$ cat src/rtl/slice_alu_pkg.sv
// Shared definitions for the slice-serial ALU: opcodes, flag indices, FSM states
// and the per-opcode chain-seed and final-flag rules.
package slice_alu_pkg;

    typedef enum logic [3:0] {
        SALU_ADD  = 4'd0,
        SALU_ADC  = 4'd1,
        SALU_SUB  = 4'd2,
        SALU_SBC  = 4'd3,
        SALU_AND  = 4'd4,
        SALU_OR   = 4'd5,
        SALU_XOR  = 4'd6,
        SALU_CP   = 4'd7,
        SALU_INC  = 4'd8,
        SALU_DEC  = 4'd9,
        SALU_SL   = 4'd10,
        SALU_SRL  = 4'd11,
        SALU_SRA  = 4'd12,
        SALU_RL   = 4'd13,
        SALU_RR   = 4'd14,
        SALU_PASS = 4'd15
    } salu_op_e;

    typedef enum logic [1:0] {
        ST_IDLE,
        ST_BUSY,
        ST_DONE
    } salu_state_e;

    localparam int unsigned F_Z = 3;
    localparam int unsigned F_N = 2;
    localparam int unsigned F_H = 1;
    localparam int unsigned F_C = 0;

    function automatic logic op_is_shift(input salu_op_e op);
        return (op == SALU_SL) || (op == SALU_SRL) || (op == SALU_SRA) ||
               (op == SALU_RL) || (op == SALU_RR);
    endfunction

    function automatic logic op_msb_first(input salu_op_e op);
        return (op == SALU_SRL) || (op == SALU_SRA) || (op == SALU_RR);
    endfunction

    function automatic logic op_is_sub(input salu_op_e op);
        return (op == SALU_SUB) || (op == SALU_SBC) || (op == SALU_CP) ||
               (op == SALU_DEC);
    endfunction

    // Value of the carry/borrow/shift chain entering the first processed slice.
    function automatic logic chain_seed(input salu_op_e op, input logic a_msb,
                                        input logic cin);
        logic seed;
        seed = 1'b0;
        case (op)
            SALU_ADC, SALU_SBC, SALU_RL, SALU_RR: seed = cin;
            SALU_INC, SALU_DEC:                   seed = 1'b1;
            SALU_SRA:                             seed = a_msb;
            default:                              seed = 1'b0;
        endcase
        return seed;
    endfunction

    function automatic logic [3:0] final_flags(input salu_op_e op,
                                               input logic [3:0] fin,
                                               input logic keep_z,
                                               input logic zacc,
                                               input logic half,
                                               input logic chain);
        logic z, n, h, c;
        z = zacc;
        n = 1'b0;
        h = 1'b0;
        c = 1'b0;
        case (op)
            SALU_ADD, SALU_ADC: begin
                h = half;
                c = chain;
            end
            SALU_SUB, SALU_SBC, SALU_CP: begin
                n = 1'b1;
                h = half;
                c = chain;
            end
            SALU_AND: h = 1'b1;
            SALU_INC: begin
                h = half;
                c = fin[F_C];
            end
            SALU_DEC: begin
                n = 1'b1;
                h = half;
                c = fin[F_C];
            end
            SALU_SL, SALU_SRL, SALU_SRA, SALU_RL, SALU_RR: c = chain;
            SALU_PASS: begin
                z = fin[F_Z];
                n = fin[F_N];
                h = fin[F_H];
                c = fin[F_C];
            end
            default: ;
        endcase
        if (keep_z && ((op == SALU_ADD) || (op == SALU_ADC) ||
                       (op == SALU_INC) || (op == SALU_DEC))) begin
            z = fin[F_Z];
        end
        return {z, n, h, c};
    endfunction

endpackage

$ cat src/rtl/slice_alu_unit.sv
// Combinational SLICE_W-bit ALU slice: add/sub with carry chain, logic ops,
// one-bit shifts with shift chain, half-carry tap and slice-zero detect.
module slice_alu_unit
    import slice_alu_pkg::*;
#(
    parameter int unsigned SLICE_W = 8,
    parameter int unsigned TAP_W   = (SLICE_W > 1) ? $clog2(SLICE_W) : 1
) (
    input  salu_op_e           op_i,
    input  logic [SLICE_W-1:0] a_i,
    input  logic [SLICE_W-1:0] b_i,
    input  logic               carry_i,
    input  logic               shift_i,
    input  logic [TAP_W-1:0]   tap_i,
    output logic [SLICE_W-1:0] res_o,
    output logic               carry_o,
    output logic               shift_o,
    output logic               half_o,
    output logic               zero_o
);

    localparam logic [TAP_W-1:0] TOP_TAP = TAP_W'(SLICE_W - 1);

    logic               sub;
    logic [SLICE_W-1:0] bop;
    logic [SLICE_W-1:0] mask;
    logic [SLICE_W:0]   full;
    logic [SLICE_W:0]   part;
    logic [SLICE_W:0]   part_sh;
    logic [SLICE_W:0]   lcat;
    logic [SLICE_W:0]   rcat;
    logic [SLICE_W-1:0] zsrc;

    always_comb begin
        sub  = op_is_sub(op_i);
        bop  = ((op_i == SALU_INC) || (op_i == SALU_DEC)) ? '0 : b_i;
        mask = {SLICE_W{1'b1}} >> (TOP_TAP - tap_i);
        // Masking both operands to bits [tap:0] makes bit tap+1 of the
        // narrow sum/difference the carry/borrow out of the tap bit.
        if (sub) begin
            full = {1'b0, a_i} - {1'b0, bop} - {{SLICE_W{1'b0}}, carry_i};
            part = {1'b0, a_i & mask} - {1'b0, bop & mask} - {{SLICE_W{1'b0}}, carry_i};
        end else begin
            full = {1'b0, a_i} + {1'b0, bop} + {{SLICE_W{1'b0}}, carry_i};
            part = {1'b0, a_i & mask} + {1'b0, bop & mask} + {{SLICE_W{1'b0}}, carry_i};
        end
        part_sh = part >> tap_i;
        carry_o = full[SLICE_W];
        half_o  = part_sh[1];

        lcat = {a_i, shift_i};
        rcat = {shift_i, a_i} >> 1;

        res_o   = a_i;
        shift_o = 1'b0;
        case (op_i)
            SALU_ADD, SALU_ADC, SALU_SUB, SALU_SBC,
            SALU_INC, SALU_DEC: res_o = full[SLICE_W-1:0];
            SALU_AND:           res_o = a_i & b_i;
            SALU_OR:            res_o = a_i | b_i;
            SALU_XOR:           res_o = a_i ^ b_i;
            SALU_SL, SALU_RL: begin
                res_o   = lcat[SLICE_W-1:0];
                shift_o = a_i[SLICE_W-1];
            end
            SALU_SRL, SALU_SRA, SALU_RR: begin
                res_o   = rcat[SLICE_W-1:0];
                shift_o = a_i[0];
            end
            default:            res_o = a_i;
        endcase

        zsrc   = (op_i == SALU_CP) ? full[SLICE_W-1:0] : res_o;
        zero_o = (zsrc == '0);
    end

endmodule

$ cat src/rtl/slice_alu.sv
// Multi-cycle ALU: one SLICE_W slice per cycle through a shared slice unit,
// with valid/ready handshakes on request and result sides.
module slice_alu
    import slice_alu_pkg::*;
#(
    parameter int unsigned DATA_W   = 16,
    parameter int unsigned SLICE_W  = 8,
    parameter int unsigned HALF_BIT = 11
) (
    input  logic              clock,
    input  logic              reset_n,
    input  logic              in_valid,
    output logic              in_ready,
    input  logic [3:0]        in_op,
    input  logic [DATA_W-1:0] in_a,
    input  logic [DATA_W-1:0] in_b,
    input  logic [3:0]        in_flags,
    input  logic              in_keep_z,
    output logic              out_valid,
    input  logic              out_ready,
    output logic [DATA_W-1:0] out_data,
    output logic [3:0]        out_flags,
    output logic              busy
);

    localparam int unsigned NSLICE = DATA_W / SLICE_W;
    localparam int unsigned IDX_W  = (NSLICE > 1) ? $clog2(NSLICE) : 1;
    localparam int unsigned TAP_W  = (SLICE_W > 1) ? $clog2(SLICE_W) : 1;

    localparam logic [IDX_W-1:0] LAST_IDX = IDX_W'(NSLICE - 1);
    localparam logic [IDX_W-1:0] HALF_IDX = IDX_W'(HALF_BIT / SLICE_W);
    localparam logic [TAP_W-1:0] HALF_TAP = TAP_W'(HALF_BIT % SLICE_W);

    salu_state_e       state_q;
    logic [IDX_W-1:0]  idx_q;
    logic [DATA_W-1:0] a_q;
    logic [DATA_W-1:0] b_q;
    salu_op_e          op_q;
    logic [3:0]        fin_q;
    logic              keep_z_q;
    logic              chain_q;
    logic              zacc_q;
    logic              half_q;
    logic [DATA_W-1:0] res_q;
    logic [DATA_W-1:0] out_data_q;
    logic [3:0]        out_flags_q;

    logic [IDX_W-1:0]   sidx;
    logic [SLICE_W-1:0] a_sl;
    logic [SLICE_W-1:0] b_sl;
    logic [SLICE_W-1:0] u_res;
    logic               u_carry;
    logic               u_shift;
    logic               u_half;
    logic               u_zero;

    logic [DATA_W-1:0] res_d;
    logic              zacc_d;
    logic              half_d;
    logic              chain_d;
    logic [3:0]        flags_d;
    logic              accept;

    assign in_ready  = (state_q == ST_IDLE) || ((state_q == ST_DONE) && out_ready);
    assign accept    = in_valid && in_ready;
    assign out_valid = (state_q == ST_DONE);
    assign busy      = (state_q == ST_BUSY);
    assign out_data  = out_data_q;
    assign out_flags = out_flags_q;

    // Right shifts walk slices from the top so the shift chain flows downward.
    always_comb begin
        sidx = op_msb_first(op_q) ? (LAST_IDX - idx_q) : idx_q;
        a_sl = a_q[sidx*SLICE_W +: SLICE_W];
        b_sl = b_q[sidx*SLICE_W +: SLICE_W];
    end

    slice_alu_unit #(
        .SLICE_W (SLICE_W),
        .TAP_W   (TAP_W)
    ) u_unit (
        .op_i    (op_q),
        .a_i     (a_sl),
        .b_i     (b_sl),
        .carry_i (chain_q),
        .shift_i (chain_q),
        .tap_i   (HALF_TAP),
        .res_o   (u_res),
        .carry_o (u_carry),
        .shift_o (u_shift),
        .half_o  (u_half),
        .zero_o  (u_zero)
    );

    always_comb begin
        res_d = res_q;
        res_d[sidx*SLICE_W +: SLICE_W] = u_res;
        zacc_d  = zacc_q & u_zero;
        half_d  = (idx_q == HALF_IDX) ? u_half : half_q;
        chain_d = op_is_shift(op_q) ? u_shift : u_carry;
        flags_d = final_flags(op_q, fin_q, keep_z_q, zacc_d, half_d, chain_d);
    end

    always_ff @(posedge clock or negedge reset_n) begin
        if (!reset_n) begin
            state_q     <= ST_IDLE;
            idx_q       <= '0;
            a_q         <= '0;
            b_q         <= '0;
            op_q        <= SALU_ADD;
            fin_q       <= '0;
            keep_z_q    <= 1'b0;
            chain_q     <= 1'b0;
            zacc_q      <= 1'b1;
            half_q      <= 1'b0;
            res_q       <= '0;
            out_data_q  <= '0;
            out_flags_q <= '0;
        end else begin
            case (state_q)
                ST_IDLE, ST_DONE: begin
                    if ((state_q == ST_DONE) && out_ready) begin
                        state_q <= ST_IDLE;
                    end
                    if (accept) begin
                        state_q  <= ST_BUSY;
                        idx_q    <= '0;
                        a_q      <= in_a;
                        b_q      <= in_b;
                        op_q     <= salu_op_e'(in_op);
                        fin_q    <= in_flags;
                        keep_z_q <= in_keep_z;
                        chain_q  <= chain_seed(salu_op_e'(in_op), in_a[DATA_W-1], in_flags[F_C]);
                        zacc_q   <= 1'b1;
                        half_q   <= 1'b0;
                        res_q    <= '0;
                    end
                end
                ST_BUSY: begin
                    res_q   <= res_d;
                    zacc_q  <= zacc_d;
                    half_q  <= half_d;
                    chain_q <= chain_d;
                    if (idx_q == LAST_IDX) begin
                        state_q     <= ST_DONE;
                        out_data_q  <= res_d;
                        out_flags_q <= flags_d;
                    end else begin
                        idx_q <= idx_q + IDX_W'(1);
                    end
                end
                default: state_q <= ST_IDLE;
            endcase
        end
    end

endmodule

$ cat config.mk
export PLATFORM = sky130hd
export DESIGN_NAME = slice_alu
export DESIGN_NICKNAME = d
export VERILOG_FILES = /design/src/rtl/slice_alu_pkg.sv /design/src/rtl/slice_alu_unit.sv /design/src/rtl/slice_alu.sv
export SDC_FILE = /design/constraint.sdc
export NUM_CORES = 1
export LEC_CHECK = 0
export CAP_MARGIN = 5
export CORE_MARGIN = 2
export CORE_UTILIZATION = 59
export DETAILED_ROUTE_END_ITERATION = 16
export PLACE_DENSITY = 0.79
export RECOVER_POWER = 25
export SLEW_MARGIN = 40
export SYNTH_ARGS = -nofsm -noshare
export SYNTH_HDL_FRONTEND = slang
export SYNTH_HIERARCHICAL = 1
export SYNTH_SLANG_ARGS = --single-unit
export TNS_END_PERCENT = 50
$ cat constraint.sdc
create_clock -name clock -period 7.08 [get_ports clock]
set_input_delay 1.416 -clock clock [delete_from_list [all_inputs] [get_ports clock]]
set_output_delay 1.416 -clock clock [all_outputs]
set_load 0.05 [all_outputs]
==> flow_metrics.env <==
export IMPL_cts_tree="built"
export IMPL_routedWlPerCell_um=19.3
export IMPL_coreArea_um2=11400
export IMPL_cp_arrival_ps=6380
export IMPL_cts_buffers=9
export IMPL_htreeDepth=3
export IMPL_drt_pass1_iterations=7
export IMPL_ant_nets=0
export IMPL_finalNetCount=882
export IMPL_fin_setup_tns_ps=0
export IMPL_synth_most_common_cell="dfrtp_1"
export IMPL_synth_top_cell_area_share=0.301
export IMPL_synth_avg_cell_area_um2=9.61
export IMPL_io_pins=68
export IMPL_clk_latency_ps=340
export IMPL_syn_area_um2=6820
export IMPL_met2_length_um=8530
export IMPL_die_w_um=112
export IMPL_cts_resized=0
export IMPL_drt_initial_drc_count=522
export IMPL_clock_path_buffers=2
export IMPL_die_height_um=112
export IMPL_antenna_found_initial=0
export IMPL_drc=0
export IMPL_diodes=0
export IMPL_rows=39
export IMPL_clock_sinks=83
export IMPL_yosys_top_cells_count="dfrtp_1, ha_1, inv_1, nand2_1, mux2_2"
export IMPL_yosys_warnings=6
export IMPL_wl_met1_um=7710
export IMPL_clkTransAtPathRegs_ps=60
export IMPL_dp_hpwl_um=13500
export IMPL_rsz0062_at_grt="no"
export IMPL_place_congestion=1.00
export IMPL_fmax_mhz=162
export IMPL_multi_input_area_um2=4400
export IMPL_start_util=0.600
export IMPL_cp_end_kind="register"
export IMPL_skew_ps=7.89
export IMPL_grt_ovfl_total=0
export IMPL_seq_area_um2=2080
export IMPL_start_kind="register"
export IMPL_synth_top_area_cell="dfrtp_1"
export IMPL_cp_max_fo=21
export IMPL_relSlewSlack=-1.94
export IMPL_post_route_min_period_ps=6180
export IMPL_wirelength_um=17900
export IMPL_violations="max-capacitance violations, max-slew violations"
export IMPL_worstSetupPathType="register to register"
export IMPL_syn_inst=710
export IMPL_period_share=0.873
export IMPL_ys_ff_latch=83
export IMPL_drive_gt1_frac=0.137
export IMPL_grt_max_degree=84
export IMPL_synth_area_top_cells="dfrtp_1, ha_1, mux2_2"
export IMPL_cts_hold_buffers_added=0
export IMPL_grt_pass1_wl_um=29200
export IMPL_cp_data_required_time_ps=7280
export IMPL_hold_violations=0
export IMPL_ys_types=83
export IMPL_dr_total_vias=5765
export IMPL_syn2layout_area_growth_pct=16.5
export IMPL_synth_edf_count=0
export IMPL_synth_async_sr_flop_share=1.00
export IMPL_num_fill_cells=867
export IMPL_status="finished, violations left"
export IMPL_viasPerCell=6.25
export IMPL_wl_met3_um=1130
export IMPL_maxSlewViolCount=84
export IMPL_cts_setup_buffers=0
export IMPL_setup_viol=0
export IMPL_port_buffers=67
export IMPL_grt_pass1_vias=5815
export IMPL_ys_flop_type="dfrtp_1"
export IMPL_tightest_slew_ps=4410
export IMPL_ys_seq_area_frac=0.305
export IMPL_maxCapViolCount=1
export IMPL_hold_path_class="register to register"
export IMPL_grt_usage=0.292
export IMPL_r2r_slack_ps=900
export IMPL_dieArea_um2=12400
export IMPL_hold_slack_ps=486
export IMPL_top_layer_used="met4"
export IMPL_cts_root_buffer="clkbuf_16"
per-layer routing:
layer  vias to the layer above  global-route usage
met3                        38              0.0517
li1                       2692                   -
met2                       220               0.481
met4                         0              0.0988
met1                      2815               0.392
met5                         -                   0
critical path, cell delays in order, from the launching register on:
cell and delay [ps]:
dfrtp_1 540, and3b_4 270, o21a_4 320, xnor2_4 660, mux2_2 490, xnor2_1 150
ha_1 200, or4b_4 520, and2_4 210, fa_1 430, nor3b_1 150, a211oi_1 310
xnor2_1 160, mux4_2 240, nor3b_1 50, a31o_1 190, or4_1 580, mux2i_1 250
a221oi_1 90, a21oi_1 130, o21ai_0 90
worst paths after layout:
kind,depth (start not counted),startpoint,endpoint
max,20,op_q[2],out_flags[1]
max reg2reg,20,op_q[2],out_flags[1]
min,2,out_data[8],out_data[8]
max in group asynchronous,1,reset_n,a_q[2]
min reg2reg,2,out_data[8],out_data[8]
min in group asynchronous,1,reset_n,fin_q[3]
cells by family after synthesis:
| family | after synthesis | synth area share |
|---|---|---|
| flops | 83 | 0.305 |
| fa+ha+maj | 62 | 0.118 |
| mux | 84 | 0.141 |
| simple gates | 179 | 0.145 |
| buf+inv | 94 | 0.0580 |
| xor+xnor | 22 | 0.0310 |
| other cells | 2 | 0.00110 |
| compound gates | 184 | 0.201 |
placed cells by master (no fill, tap or decap), types with 6 or more instances in the layout:
cell type	n
dfrtp_1	82
clkdlybuf4s50_1	66
ha_1	58
inv_1	57
nand2_1	49
mux2_2	47
o21ai_0	33
a21oi_1	32
nor2_1	27
mux2i_1	26
xnor2_1	19
nor2b_1	17
a22o_1	17
conb_1	14
nand2b_1	13
nor3_1	13
a211oi_1	12
a21o_1	12
mux2_4	10
clkbuf_16	9
and2_1	8
buf_4	8
a221oi_1	7
nand3b_1	7
nor3b_1	7
nand3_1	6
a211o_1	6
flip-flops by register name, summed over array words and instances (netlist names):
name and count:
idx_q 1, out_flags 4, res_q 16, state_q 2, zacc_q 1, chain_q 1, a_q 16, b_q 16
op_q 4, keep_z_q 1, out_data 16, fin_q 4, half_q 1
layout make-up:
cell class	count	share of cell area
Sequential cell	83	0.262
Clock buffer	10	0.0301
Tap cell	143	0.0225
Timing Repair Buffer	75	0.0912
Clock inverter	6	0.0120
Multi-Input combinational cell	545	0.554
Inverter	61	0.0288
per-stage QoR:
step / setup slack, ps / util / cells / instance area [um2]
3_5_place_dp: 1030 / 0.670 / 907 / 7620
5_1_grt: 565 / 0.699 / 923 / 7940
4_1_cts: 928 / 0.699 / 923 / 7950
2_1_floorplan: 1850 / - / 722 / 6870
3_3_place_gp: 1160 / 0.670 / 907 / 7610
6_report: 899 / 0.699 / 923 / 7940
Power is not shown: default switching activity piles up to over one toggle a cycle in this logic, so the estimate is an artifact.
